`src/rtl/drw_wrpack_if.sv`:
```
// drw_wrpack_if: pixel write stream in, burst command and data beats out.
interface drw_wrpack_if;
    logic        waddr_vld;
    logic [31:0] waddr;
    logic        wdata_vld;
    logic [31:0] wdata;
    logic [3:0]  wstrb;
    logic        wlast;
    logic        in_wready;
    logic        cmd_vld;
    logic [31:0] cmd_addr;
    logic [7:0]  cmd_len;
    logic        cmd_rdy;
    logic        o_vld;
    logic [31:0] o_data;
    logic [3:0]  o_strb;
    logic        o_last;
    logic        o_rdy;
    logic        busy;
    modport master (
        output waddr_vld, waddr, wdata_vld, wdata, wstrb, wlast, cmd_rdy, o_rdy,
        input  in_wready, cmd_vld, cmd_addr, cmd_len, o_vld, o_data, o_strb, o_last, busy
    );
    modport slave (
        input  waddr_vld, waddr, wdata_vld, wdata, wstrb, wlast, cmd_rdy, o_rdy,
        output in_wready, cmd_vld, cmd_addr, cmd_len, o_vld, o_data, o_strb, o_last, busy
    );
endinterface

```
`src/rtl/drw_wrpack.sv`:
```
// drw_wrpack: packs contiguous single-beat pixel writes into INCR bursts, with one hold slot for a discontinuous beat.
module drw_wrpack #(
    parameter int MAXLEN  = 16,
    parameter int TIMEOUT = 8
) (
    input logic         clk,
    input logic         arst,
    input logic         rsts,
    drw_wrpack_if.slave bus
);
    typedef enum logic [1:0] {IDLE, FILL, CMD, DATA} state_t;
    state_t      state_q, state_d;
    logic [31:0] buf_data_q [MAXLEN];
    logic [3:0]  buf_strb_q [MAXLEN];
    logic [31:0] base_q, base_d, next_q, next_d;
    logic [4:0]  count_q, count_d;
    logic [3:0]  rdptr_q, rdptr_d;
    logic [7:0]  timer_q, timer_d;
    logic [31:0] hold_addr_q, hold_addr_d, hold_data_q, hold_data_d;
    logic [3:0]  hold_strb_q, hold_strb_d;
    logic        hold_last_q, hold_last_d, hold_v_q, hold_v_d;
    logic        wr_en;
    logic [3:0]  wr_idx, wr_strb;
    logic [31:0] wr_data;
    logic        rst_any, in_rdy, accept, contig, last_beat, cmd_vld, o_vld;

    // a burst ends on command end, full length, or when the next word would start a new 4 KB page
    function automatic logic closes(input logic [31:0] a, input logic last, input logic [4:0] n);
        logic [31:0] a4;
        a4 = a + 32'd4;
        return last | (n == 5'(MAXLEN)) | (a4[11:0] == 12'd0);
    endfunction

    assign rst_any   = arst | rsts;
    assign in_rdy    = (state_q == IDLE) | (state_q == FILL);
    assign accept    = in_rdy & bus.waddr_vld & bus.wdata_vld;
    assign contig    = bus.waddr == next_q;
    assign last_beat = {1'b0, rdptr_q} == count_q - 5'd1;

    always_comb begin
        state_d     = state_q;
        base_d      = base_q;
        next_d      = next_q;
        count_d     = count_q;
        rdptr_d     = rdptr_q;
        timer_d     = timer_q;
        hold_addr_d = hold_addr_q;
        hold_data_d = hold_data_q;
        hold_strb_d = hold_strb_q;
        hold_last_d = hold_last_q;
        hold_v_d    = hold_v_q;
        wr_en       = 1'b0;
        wr_idx      = 4'd0;
        wr_data     = bus.wdata;
        wr_strb     = bus.wstrb;
        case (state_q)
            IDLE: if (accept) begin
                wr_en   = 1'b1;
                base_d  = bus.waddr;
                next_d  = bus.waddr + 32'd4;
                count_d = 5'd1;
                timer_d = 8'd0;
                state_d = closes(bus.waddr, bus.wlast, 5'd1) ? CMD : FILL;
            end
            FILL: if (accept && contig) begin
                wr_en   = 1'b1;
                wr_idx  = count_q[3:0];
                count_d = count_q + 5'd1;
                next_d  = next_q + 32'd4;
                timer_d = 8'd0;
                state_d = closes(bus.waddr, bus.wlast, count_q + 5'd1) ? CMD : FILL;
            end else if (accept) begin
                hold_addr_d = bus.waddr;
                hold_data_d = bus.wdata;
                hold_strb_d = bus.wstrb;
                hold_last_d = bus.wlast;
                hold_v_d    = 1'b1;
                state_d     = CMD;
            end else begin
                timer_d = timer_q + 8'd1;
                state_d = (timer_q == 8'(TIMEOUT - 1)) ? CMD : FILL;
            end
            CMD: if (bus.cmd_rdy) begin
                state_d = DATA;
                rdptr_d = 4'd0;
            end
            DATA: if (bus.o_rdy) begin
                rdptr_d = rdptr_q + 4'd1;
                // a held beat becomes the first beat of the next burst without passing through IDLE
                if (last_beat && hold_v_q) begin
                    wr_en    = 1'b1;
                    wr_data  = hold_data_q;
                    wr_strb  = hold_strb_q;
                    base_d   = hold_addr_q;
                    next_d   = hold_addr_q + 32'd4;
                    count_d  = 5'd1;
                    timer_d  = 8'd0;
                    hold_v_d = 1'b0;
                    state_d  = closes(hold_addr_q, hold_last_q, 5'd1) ? CMD : FILL;
                end else if (last_beat) begin
                    count_d = 5'd0;
                    state_d = IDLE;
                end
            end
            default: state_d = IDLE;
        endcase
    end

    always_ff @(posedge clk) begin
        if (rst_any) begin
            state_q     <= IDLE;
            base_q      <= '0;
            next_q      <= '0;
            count_q     <= '0;
            rdptr_q     <= '0;
            timer_q     <= '0;
            hold_addr_q <= '0;
            hold_data_q <= '0;
            hold_strb_q <= '0;
            hold_last_q <= 1'b0;
            hold_v_q    <= 1'b0;
        end else begin
            state_q     <= state_d;
            base_q      <= base_d;
            next_q      <= next_d;
            count_q     <= count_d;
            rdptr_q     <= rdptr_d;
            timer_q     <= timer_d;
            hold_addr_q <= hold_addr_d;
            hold_data_q <= hold_data_d;
            hold_strb_q <= hold_strb_d;
            hold_last_q <= hold_last_d;
            hold_v_q    <= hold_v_d;
        end
    end

    always_ff @(posedge clk) begin
        if (wr_en) begin
            buf_data_q[wr_idx] <= wr_data;
            buf_strb_q[wr_idx] <= wr_strb;
        end
    end

    assign cmd_vld       = ~rst_any & (state_q == CMD);
    assign o_vld         = ~rst_any & (state_q == DATA);
    assign bus.in_wready = ~rst_any & in_rdy;
    assign bus.cmd_vld   = cmd_vld;
    assign bus.cmd_addr  = cmd_vld ? base_q : '0;
    assign bus.cmd_len   = cmd_vld ? {3'd0, count_q - 5'd1} : '0;
    assign bus.o_vld     = o_vld;
    assign bus.o_data    = o_vld ? buf_data_q[rdptr_q] : '0;
    assign bus.o_strb    = o_vld ? buf_strb_q[rdptr_q] : '0;
    assign bus.o_last    = o_vld & last_beat;
    assign bus.busy      = ~rst_any & ((state_q != IDLE) | hold_v_q);
endmodule

```
`src/flat_wrapper.sv`:
```
// flat-port wrapper written by rule: the top's interface ports become plain ports
module drw_wrpack_flat 
#(
    parameter int MAXLEN  = 16,
    parameter int TIMEOUT = 8
)
  (clk, arst, rsts, bus_waddr_vld, bus_waddr, bus_wdata_vld, bus_wdata, bus_wstrb, bus_wlast, bus_cmd_rdy, bus_o_rdy, bus_in_wready, bus_cmd_vld, bus_cmd_addr, bus_cmd_len, bus_o_vld, bus_o_data, bus_o_strb, bus_o_last, bus_busy);
  drw_wrpack_if bus_i ();
  input logic clk;
  input logic arst;
  input logic rsts;
  input wire logic [$bits(bus_i.waddr_vld)-1:0] bus_waddr_vld;
  input wire logic [$bits(bus_i.waddr)-1:0] bus_waddr;
  input wire logic [$bits(bus_i.wdata_vld)-1:0] bus_wdata_vld;
  input wire logic [$bits(bus_i.wdata)-1:0] bus_wdata;
  input wire logic [$bits(bus_i.wstrb)-1:0] bus_wstrb;
  input wire logic [$bits(bus_i.wlast)-1:0] bus_wlast;
  input wire logic [$bits(bus_i.cmd_rdy)-1:0] bus_cmd_rdy;
  input wire logic [$bits(bus_i.o_rdy)-1:0] bus_o_rdy;
  output wire logic [$bits(bus_i.in_wready)-1:0] bus_in_wready;
  output wire logic [$bits(bus_i.cmd_vld)-1:0] bus_cmd_vld;
  output wire logic [$bits(bus_i.cmd_addr)-1:0] bus_cmd_addr;
  output wire logic [$bits(bus_i.cmd_len)-1:0] bus_cmd_len;
  output wire logic [$bits(bus_i.o_vld)-1:0] bus_o_vld;
  output wire logic [$bits(bus_i.o_data)-1:0] bus_o_data;
  output wire logic [$bits(bus_i.o_strb)-1:0] bus_o_strb;
  output wire logic [$bits(bus_i.o_last)-1:0] bus_o_last;
  output wire logic [$bits(bus_i.busy)-1:0] bus_busy;
  assign bus_i.waddr_vld = bus_waddr_vld;
  assign bus_i.waddr = bus_waddr;
  assign bus_i.wdata_vld = bus_wdata_vld;
  assign bus_i.wdata = bus_wdata;
  assign bus_i.wstrb = bus_wstrb;
  assign bus_i.wlast = bus_wlast;
  assign bus_i.cmd_rdy = bus_cmd_rdy;
  assign bus_i.o_rdy = bus_o_rdy;
  assign bus_in_wready = bus_i.in_wready;
  assign bus_cmd_vld = bus_i.cmd_vld;
  assign bus_cmd_addr = bus_i.cmd_addr;
  assign bus_cmd_len = bus_i.cmd_len;
  assign bus_o_vld = bus_i.o_vld;
  assign bus_o_data = bus_i.o_data;
  assign bus_o_strb = bus_i.o_strb;
  assign bus_o_last = bus_i.o_last;
  assign bus_busy = bus_i.busy;
  drw_wrpack #(.MAXLEN(MAXLEN), .TIMEOUT(TIMEOUT)) u_core (.clk(clk), .arst(arst), .rsts(rsts), .bus(bus_i));
endmodule
```
`config.mk`:
```
export PLATFORM = sky130hd
export DESIGN_NAME = drw_wrpack_flat
export DESIGN_NICKNAME = d
export VERILOG_FILES = /design/src/rtl/drw_wrpack_if.sv /design/src/rtl/drw_wrpack.sv /design/src/flat_wrapper.sv
export SDC_FILE = /design/constraint.sdc
export NUM_CORES = 1
export LEC_CHECK = 0
export BUFFER_PORTS_ARGS = -buffer_cell sky130_fd_sc_hd__buf_2
export CAP_MARGIN = 40
export CORE_MARGIN = 2
export CORE_UTILIZATION = 45
export CTS_BUF_LIST = sky130_fd_sc_hd__clkbuf_2
export DETAILED_ROUTE_END_ITERATION = 10
export GPL_TIMING_DRIVEN = 0
export PLACE_DENSITY = 0.71
export SKIP_CTS_REPAIR_TIMING = 1
export SLEW_MARGIN = 20
export SYNTH_ARGS = -nofsm -noshare
export SYNTH_HDL_FRONTEND = slang
export SYNTH_SLANG_ARGS = --single-unit
```
`constraint.sdc`:
```
create_clock -name clk -period 5.1 [get_ports clk]
set_input_delay 0.51 -clock clk [delete_from_list [all_inputs] [get_ports clk]]
set_output_delay 0.51 -clock clk [all_outputs]
set_load 0.01 [all_outputs]
```
**Word level (Yosys, flattened, before mapping)**

Memory sizes are Yosys's and may differ from the RTL's. A register that Yosys moved wholly into a read port is not among the register bits.
Index checks and enable logic that the tools add are counted.

- Add/sub/neg operators: 7
- Equality and inequality tests: 16
- Multiplexer cells: 64
- Bitwise operators: 16
- Reduce and logical (&&, ||, !) cells: 18

Operator list:

| kind | count |
|---|---|
| $mux 32 | 12 |
| $add 32x3->32 const B | 3 |
| $pmux 32 s3 | 1 |
| $pmux 32 s2 | 1 |
| $mux 4 | 12 |
| $mux 8 | 5 |
| $eq 32x32->1 | 1 |
| $mux 5 | 6 |
| $logic_not 12->1 | 2 |
| $pmux 8 s3 | 1 |
| $mux 2 | 11 |
| $reduce_and 5->1 | 4 |
| $pmux 5 s3 | 1 |
| $mux 1 | 10 |
| $add 8x1->8 const B | 1 |
| $eq 8x3->1 const B | 1 |
| $ne 2x2->1 const B | 4 |
| $pmux 2 s4 | 1 |
| $pmux 4 s2 | 1 |
| $reduce_and 4->1 | 2 |
| $reduce_bool 2->1 | 4 |
| $and 1x1->1 | 7 |
| $or 1x1->1 | 7 |
| $ne 2x1->1 const B | 3 |
| other kinds (16) | 20 |

- Bits in registers: 153
- RAM bits: 576
- Output and inout port bits: 81
- Memories: 2

Memory list:

| name | words | bits a word | rd ports | clocked after memory_dff | write ports | line | source |
|---|---|---|---|---|---|---|---|
| u_core.buf_data_q | 16 | 32 | 1 | 1 | 1 | drw_wrpack.sv:13 | `logic [31:0] buf_data_q [MAXLEN];` |
| u_core.buf_strb_q | 16 | 4 | 1 | 1 | 1 | drw_wrpack.sv:14 | `logic [3:0] buf_strb_q [MAXLEN];` |

**Longest topological paths before layout**

Gate-level depths: netlist (run 1).

- Word-level depth: 9
- Mapped depth: 12
- Depth with buffers taken out: 9

**Worst setup path before layout (run 1)**

No wires, ideal clock.

- Kind: input port to flip-flop
- Start point: in bus_waddr[24]
- End point: mem u_core.buf_data_q[1][0] (enable)
- Setup time: 0.474 ns
- Arrival time: 4.374 ns
- Data required time: 4.626 ns
- Slack: 0.252 ns
- Cell stages on the path: 7
- Buffers on the path: 1
- Cell sequence: buf_2 -> xor2_1 -> nor4_2 -> nand4_2 -> nor4_4 -> nand3_1 -> nor3_1

- Longest elaborated chain between the ends: 6
- Elaborated cells between the ends (all ways): 8
- Classes of those cells: eq/ne (1); mux (6); reduce/logical (1)

RTL lines:

| element | line | source |
|---|---|---|
| start, declared | flat_wrapper.sv:13 | `input wire logic [$bits(bus_i.waddr)-1:0] bus_waddr;` |
| $eq 32x32->1 (*) | drw_wrpack.sv:37 | `assign contig = bus.waddr == next_q;` |
| $logic_and 1x1->1 (*) | drw_wrpack.sv:65 | `FILL: if (accept && contig) begin` |
| $mux 1 | drw_wrpack.sv:65 |  |
| $pmux 1 s3 | drw_wrpack.sv:56 | `case (state_q)` |
| $mux 1 | drw_wrpack.sv:138 | `if (wr_en) begin` |
| $mux 1 (not written as such) | drw_wrpack.sv:139 | `buf_data_q[wr_idx] <= wr_data;` |
| end, declared | drw_wrpack.sv:13 |  |

Every way passes the cells marked *; elsewhere a longest branch is shown, timed or not.

==> results of run 1 <==
==> routing by layer <==
metal  global-route usage [%]  part of all wire, %  up-vias
li1                         -                    -     9518
met1                    30.93                   39    11021
met2                    40.56                   50     1115
met3                    5.993                  8.7      138
met4                    8.933                  2.5        2
met5                        0                0.012        -
==> logic make-up after synthesis <==
family                   after synthesis
AND/OR/NAND/NOR                      643
adder cells (fa/ha/maj)                9
buffers and inverters                185
XOR/XNOR                             107
multiplexers                         220
other                                  1
flip-flops                           733
AO/OA/AOI/OAI                        271
==> power breakdown <==
group	total, mW	switching, mW	internal [mW]
registers	6.48	0.0198	6.46
logic	0.542	0.333	0.209
clock network	4.02	2.44	1.57
==> cells in the mapped netlist, types with 6 or more instances <==
master and number:
buf_1 12, nand2_1 266, a211oi_1 10, dfxtp_1 157, nand3_1 55, nor4_2 6
a21oi_1 108, and2_1 71, buf_4 6, o22ai_1 9, mux2_2 36, mux4_2 180
and4_1 13, o211ai_1 17, o21ai_0 30, xor2_1 67, a31oi_1 8, xnor2_1 39
clkbuf_1 110, nor3_1 33, edfxtp_1 576, inv_1 13, buf_2 40, a311oi_1 37
ha_1 9, nand4_1 37, nor4_1 10, nor2_1 107, and3_1 15
==> stage by stage <==
step                total power [mW]  utilization, %  std cells
finish                         11.04           54.23       3787
global route                   11.46           54.22       3785
CTS                            11.03           52.18       3641
detailed placement             7.059           49.68       3312
global placement               7.034           48.04       3250
floorplan                      6.866               -       2171
==> worst register-to-register path, cell delays in order (launching register included) <==
cell,delay [ps]
dfxtp_1,350
clkbuf_1,330
inv_1,140
ha_1,300
o21ba_2,220
a221oi_1,420
o2111ai_1,210
o31ai_1,160
buf_2,270
clkbuf_1,580
clkbuf_1,720
a311oi_1,200
==> area by class of cell <==
cell class              count  share of cell area (%)
diodes                      7                 0.04620
plain buffers             170                   1.964
clock buffers             269                   3.551
clock inverters            60                   1.056
inverters                  14                  0.1386
multi-input cells        1253                   28.00
flip-flops and latches    733                   53.91
well taps                 940                   3.102
repair buffers            341                   8.228
==> how the worst max path moves through the flow <==
stage             startpoint  cells past startpoint  slack (ps)                            endpoint
3_3_place_gp   bus_waddr[10]                      7       -3310  u_core.buf_data_q[1][18]$_DFFE_PP_
2_1_floorplan  bus_waddr[24]                      7         250   u_core.buf_data_q[1][0]$_DFFE_PP_
4_1_cts             register                      7        -350                       bus_o_strb[0]
6_report            register                      6         300                      bus_o_data[25]
5_1_grt             register                      6          30                      bus_o_data[30]
3_5_place_dp   bus_wdata_vld                     10         930  u_core.buf_data_q[0][18]$_DFFE_PP_
==> state kept, by name, indices dropped and copies added (netlist names), named ones only <==
register / cells
u_core.base_q: 32
u_core.buf_data_q: 512
u_core.buf_strb_q: 64
u_core.count_q: 5
u_core.hold_addr_q: 32
u_core.hold_data_q: 32
u_core.hold_last_q: 1
u_core.hold_strb_q: 4
u_core.hold_v_q: 1
u_core.next_q: 32
u_core.rdptr_q: 4
u_core.state_q: 2
u_core.timer_q: 8
==> results.md, run 1 <==
- Simple-Gate Fraction of Synth Area: 9.851%
- Startpoint Class: register
- CP arrival: 4290 ps
- Gr usage total: 24.33%
- CP bufs+invs: 3
- Top FF cell, synth: edfxtp_1
- Main combinational cell family by area after synthesis: multiplexers
- Vias in the first global route: 21612
- Pins Over Slew Limit: 0
- Routability cong.: 0.9011
- Fillers: 5676
- Post-synthesis sequential area ratio: 64.47%
- Period utilization: 94.05%
- Pwr dens: 291.1 mW/mm2
- Cells on Worst Hold Path: 4
- Slowest cell on the critical path: dfxtp_1
- Layout overhead on the synthesized area: 19.58%
- Residual overflow from global routing: 0
- Worst setup margin: 303.4 ps
- Reg-to-reg slack, setup: 1080 ps
- Die area: 0.07259 mm2
- CTS buffer count: 180
- Rows: 97
- Share of flip-flops with an asynchronous set or reset: 0%
- Peak supply drop: 0.1791 mV
- Fmax: 0.2085 GHz
- H-tree levels: 4
- Leak pwr: 12.75 nW
- Worst r2r src: u_core.count_q[1]$_SDFFE_PP0P_
- Worst-skew pair later-pin latency: 1410 ps
- Synth warn: 0
- Place WS: 930.6 ps
- Minimum clock period: 4797 ps
- CTS sink count: 733
- Largest net degree at the start of global routing: 19
- Most common cell after layout, fill and taps aside: edfxtp_1
- Critical Setup Path Class: reg -> out
- Antenna Nets Post-Route: 0
- Register clock-pin slew on the reported worst setup and hold paths: 100 ps
- Worst Skew: 91.46 ps
- Die height: 269.4 um
- Layout cells sized above 1: 28.52%
- Fin nets: 2778
- Area taken by multi-input logic gates: 0.01062 mm2
- Post-DP Area: 0.03473 mm2
- Worst R2R End: u_core.base_q[26]$_SDFFE_PP0P_
- Synth Area in XOR/XNOR: 2.999%
- CTS tree: done
- Vias: 21794
- Final Hold Vio Count: 0
- Drt wl/cell: 23.93 um
- Post-synth top area share: 54.56%
- RSZ-0062 raised after global routing: no
- Initial cell density of the core: 45.35%
- Reg2reg path depth: 11
- Fin area: 0.03791 mm2
- First-pass GRT wire length: 131.9 mm
- DRC errors left: 0
- DRT iter0 DRCs: 2139
- Number of vias per cell: 5.755
- Setup_tns: 0 ps
- Port Buffers: 139
- Relative slew slack: 39.16%
- Status: finished clean
- Mapped Avg Cell Area: 14.62 um2
- Critical Path End Type: output port
- Io pins: 157
- Worst Path Required: 4590 ps
- Synth top area cells: edfxtp_1, mux4_2, dfxtp_1
- #FFs+latches synth: 733
- Synth Cell Area: 0.03170 mm2
- Synth area leader: edfxtp_1
- Synth Area in Compound Gates: 5.628%
- Hold slack: 27.24 ps
- Hold Path Origin: bus_waddr[19]
- DRT Pass-1 Iters: 6
- Number of max-cap violations: 0
- Dpl hpwl: 61.24 mm
- Hold Crit Endpoint: u_core.base_q[19]$_SDFFE_PP0P_
- Final setup vio count: 0
- CTS Root Cell: clkbuf_2
- Clock tree buffer depth: 3
- Slew @ Worst Pin: 912.6 ps
- Delay-heaviest family, CP: multiplexers
- Worst min path class: in -> reg
- Die W: 269.4 um
- Multiplexer share of the synthesized area: 14.19%
- Slowest cell delay on critical path: 690 ps
- Post-synth EDFFs: 576
- DRT Wirelength: 90.62 mm
- Most frequent cells in the layout: edfxtp_1, clkbuf_2, nand2_1
- Core ar.: 0.06991 mm2
- Initial antenna violation count: 7
- Post-synthesis cell type count: 70
- CP max FO: 10
- Adder-Cell Fraction of Synth Area: 0.3552%
- FF/Latch Area: 0.02044 mm2
- Cell Chain, Critical Path: clkbuf_2 -> buf_2 -> mux4_2 -> mux4_2 -> and2_1 -> buf_2
- Post-synthesis instance total: 2169
No activity file was read; power rests on OpenSTA's default activity.
==> run 2: changes to the inputs <==
Settings changed: CELL_PAD_IN_SITES_DETAIL_PLACEMENT set to 0, CELL_PAD_IN_SITES_GLOBAL_PLACEMENT set to 1, CORE_UTILIZATION 45 to 48, PLACE_DENSITY 0.71 to 0.85, TNS_END_PERCENT set to 5.
==> results.md, run 2 (same netlist as run 1, synthesis figures left out) <==
- Status: finished clean
- Startpoint Class: register
- Final Hold Vio Count: 0
- DRT Wirelength: 93.16 mm
- Largest Register: u_core.buf_data_q
- Most common cell after layout, fill and taps aside: edfxtp_1
- Dpl hpwl: 63.06 mm
- CTS buffer count: 179
- Drt wl/cell: 25.12 um
- Worst r2r src: u_core.count_q[1]$_SDFFE_PP0P_
- Place WS: 702.5 ps
- Die height: 261.0 um
- Pins Over Slew Limit: 0
- Worst min path class: in -> reg
- Clock tree buffer depth: 3
- CTS tree: done
- Number of vias per cell: 5.959
- Io pins: 157
- Relative slew slack: 38.47%
- DRT iter0 DRCs: 2088
- Layout cells sized above 1: 28.41%
- RSZ-0062 raised after global routing: no
- Hold slack: 38.81 ps
- Peak supply drop: 0.1686 mV
- CTS sink count: 733
- Gr usage total: 27.03%
- Worst-skew pair later-pin latency: 1380 ps
- Minimum clock period: 4857 ps
- CP max FO: 10
- Fmax: 0.2059 GHz
- Initial cell density of the core: 48.31%
- Rows: 94
- DRT Pass-1 Iters: 7
- Slew @ Worst Pin: 923.0 ps
- Most frequent cells in the layout: edfxtp_1, clkbuf_2, nand2_1
- Largest net degree at the start of global routing: 18
- DRC errors left: 0
- Vias: 22097
- Max reg flops: 512
- Initial antenna violation count: 5
- CP arrival: 4350 ps
- Hold Path Origin: bus_waddr[18]
- CTS Root Cell: clkbuf_2
- Worst Skew: 101.8 ps
- Worst setup margin: 243.3 ps
- Antenna Nets Post-Route: 0
- Number of max-cap violations: 0
- Final setup vio count: 0
- Worst Path Required: 4590 ps
- Core ar.: 0.06563 mm2
- Period utilization: 95.23%
- Total Power: 10.99 mW
- First-pass GRT wire length: 134.6 mm
- Critical Path End Type: output port
- Vias in the first global route: 21842
- Register clock-pin slew on the reported worst setup and hold paths: 100 ps
- Layout overhead on the synthesized area: 19.12%
- Critical Setup Path Class: reg -> out
- Routability cong.: 0.8982
- Port Buffers: 139
- Top flop regs: u_core.buf_data_q: 512 flops, u_core.buf_strb_q: 64 flops
- Fin nets: 2775
- Die area: 0.06812 mm2
- Leak pwr: 12.75 nW
- Die W: 261.0 um
- Pwr dens: 291.0 mW/mm2
- H-tree levels: 4
- Residual overflow from global routing: 0
run 2: cell type report:
class / count / area, um2
Antenna cell: 3 / 7.507
Sequential cell: 733 / 20440
Clock buffer: 272 / 1361
Tap cell: 864 / 1081
Fill cell: 5106 / 27860
Multi-Input combinational cell: 1253 / 10620
Timing Repair Buffer: 339 / 3138
Clock inverter: 60 / 325.3
Buffer: 170 / 743.2
Inverter: 14 / 52.55
run 2: worst paths after layout:
check | to | slack (ps) | cells after the start
worst max-delay path | bus_o_strb[0] | 240 | 7
worst min-delay path | u_core.base_q[18]$_SDFFE_PP0P_ | 40 | 4
worst max register to register | u_core.base_q[27]$_SDFFE_PP0P_ | 920 | 11
worst min register to register | u_core.hold_data_q[26]$_SDFFE_PP0P_ | 460 | 2
run 2: through the flow:
stage	utilization (%)	area (um2)	setup TNS [ps]	cells
after floorplan	-	31710	0	2171
after global placement	51.03	33490	-954120	3174
after detailed placement	52.83	34670	0	3235
after CTS	55.40	36360	-14470	3567
after global routing	57.54	37760	0	3707
final	57.54	37770	0	3708
run 2: worst max-delay path: stages, from the launching register on:
cell	delay [ps]
dfxtp_1	330
clkbuf_1	560
clkbuf_2	440
clkbuf_2	400
mux4_2	390
mux4_2	480
and2_1	240
buf_2	160
run 2: layer usage:
| layer | up-vias | global-route usage, % | wire (um) |
|---|---|---|---|
| met5 | - | 0 | 27 |
| met4 | 4 | 11.70 | 3361 |
| met3 | 233 | 6.136 | 8422 |
| met2 | 1316 | 45.42 | 46600 |
| met1 | 11027 | 33.82 | 34750 |
| li1 | 9517 | - | - |
run 2: report_power, final:
group / switching (mW) / internal, mW
Clock: 2.42 / 1.55
Sequential: 0.0204 / 6.46
Combinational: 0.337 / 0.210
==> run 3: changes to the inputs <==
Settings changed: BUFFER_PORTS_ARGS -buffer_cell sky130_fd_sc_hd__buf_2 to -buffer_cell sky130_fd_sc_hd__clkbuf_2, HOLD_SLACK_MARGIN set to 0.05.
==> results.md, run 3 (same netlist as run 1, synthesis figures left out) <==
- Top flop regs: u_core.buf_data_q: 512 flops, u_core.buf_strb_q: 64 flops
- Final core utilization: 57.71%
- Cell Chain, Critical Path: clkbuf_1 -> clkbuf_1 -> nand2_1 -> clkbuf_1 -> buf_6 -> clkbuf_1 -> nor3_1 -> clkbuf_2
- Period utilization: 93.79%
- Die area: 0.06812 mm2
- Layout overhead on the synthesized area: 19.47%
- Critical Setup Path Class: reg -> out
- Relative slew slack: 41.21%
- Slowest cell on the critical path: clkbuf_1
- Gr usage total: 26.69%
- DRT Wirelength: 92.01 mm
- Clock tree buffer depth: 3
- Rows: 94
- Dpl hpwl: 62.62 mm
- Slew @ Worst Pin: 881.8 ps
- Drt wl/cell: 24.69 um
- Largest net degree at the start of global routing: 20
- First-pass GRT wire length: 133.5 mm
- Total Power: 11.00 mW
- Io pins: 157
- CTS tree: done
- Fmax: 0.2091 GHz
- Startpoint Class: register
- Core ar.: 0.06563 mm2
- Area taken by multi-input logic gates: 0.01062 mm2
- Worst setup margin: 316.9 ps
- DRC errors left: 0
- Layout cells sized above 1: 27.75%
- RSZ-0062 raised after global routing: no
- Port Buffers: 139
- Crit path from: u_core.state_q[1]$_SDFFE_PP0P_
- CTS Root Cell: clkbuf_2
- CP max FO: 10
- CP arrival: 4270 ps
- FF/Latch Area: 0.02044 mm2
- Vias in the first global route: 21710
- Worst min path class: in -> reg
- Antenna Nets Post-Route: 0
- Worst-skew pair later-pin latency: 1420 ps
- Die height: 261.0 um
- Fin nets: 2791
- Pwr dens: 290.4 mW/mm2
- Number of vias per cell: 5.893
- Hold Path Origin: bus_waddr[2]
- Most frequent cells in the layout: edfxtp_1, clkbuf_2, nand2_1
- Status: finished clean
- Most common cell after layout, fill and taps aside: edfxtp_1
- Minimum clock period: 4783 ps
- Worst Path Required: 4590 ps
- Peak supply drop: 0.2025 mV
- Die W: 261.0 um
- Final setup vio count: 0
- Fillers: 5041
- Worst r2r src: u_core.count_q[1]$_SDFFE_PP0P_
- Residual overflow from global routing: 0
- Max reg flops: 512
- CP bufs+invs: 6
- Delay-heaviest family, CP: buffers and inverters
- Largest Register: u_core.buf_data_q
- Critical Path End Type: output port
- Hold slack: 112.6 ps
- CTS buffer count: 181
- DRT iter0 DRCs: 2363
- Routability cong.: 0.9211
- Setup_tns: 0 ps
- CP most frequent cell: clkbuf_1
- Place WS: 643.7 ps
- Initial cell density of the core: 48.31%
- H-tree levels: 4
- Initial antenna violation count: 6
- CTS sink count: 733
- Worst Skew: 103.3 ps
- Final Hold Vio Count: 0
- Vias: 21963
- Register clock-pin slew on the reported worst setup and hold paths: 90 ps
- Slowest cell delay on critical path: 560 ps
- DRT Pass-1 Iters: 7
- Pins Over Slew Limit: 0
- Leak pwr: 12.71 nW
- Number of max-cap violations: 0
-- run 3: worst paths after layout --
path / slack [ps] / depth (start not counted) / end
worst min register to register: 460 / 2 / u_core.hold_data_q[13]$_SDFFE_PP0P_
worst max register to register: 1180 / 11 / u_core.buf_data_q[0][25]$_DFFE_PP_
worst max-delay path: 320 / 8 / bus_o_last
worst min-delay path: 110 / 4 / u_core.hold_addr_q[2]$_SDFFE_PP0P_
-- run 3: per-stage QoR --
stage	cells	area, um2
detailed placement	3232	34570
global route	3725	37870
CTS	3567	36290
global placement	3174	33490
finish	3727	37880
floorplan	2171	31710
-- run 3: cell type report --
cell class / count / area share [%]
clock buffers: 247 / 3.264
flip-flops and latches: 733 / 53.97
plain buffers: 170 / 1.959
well taps: 864 / 2.854
clock inverters: 88 / 1.269
diodes: 5 / 0.03303
multi-input cells: 1253 / 28.03
repair buffers: 353 / 8.490
inverters: 14 / 0.1387
-- run 3: metal layers --
metal | routed length [um] | up-vias | GRT usage [%] | share of wire (%)
li1 | - | 9576 | - | -
met1 | 34560 | 11015 | 33.62 | 38
met2 | 46580 | 1165 | 45.21 | 51
met3 | 8075 | 203 | 6.107 | 8.8
met4 | 2772 | 4 | 10.12 | 3.0
met5 | 26 | - | 0 | 0.028
-- run 3: power breakdown --
group / leakage (nW) / switching [mW] / internal, mW
registers: 6.46 / 0.0205 / 6.46
logic: 5.00 / 0.335 / 0.214
clock network: 1.25 / 2.48 / 1.49
-- run 3: worst reg2reg max path, cell delays in order (launching register included) --
cell and delay [ps]:
dfxtp_1 350, clkbuf_1 290, inv_1 140, ha_1 300, o21ba_2 230, a221oi_1 420, o2111ai_1 210, o31ai_1 170
nor2_1 330, buf_2 350, a21oi_4 560, buf_16 260
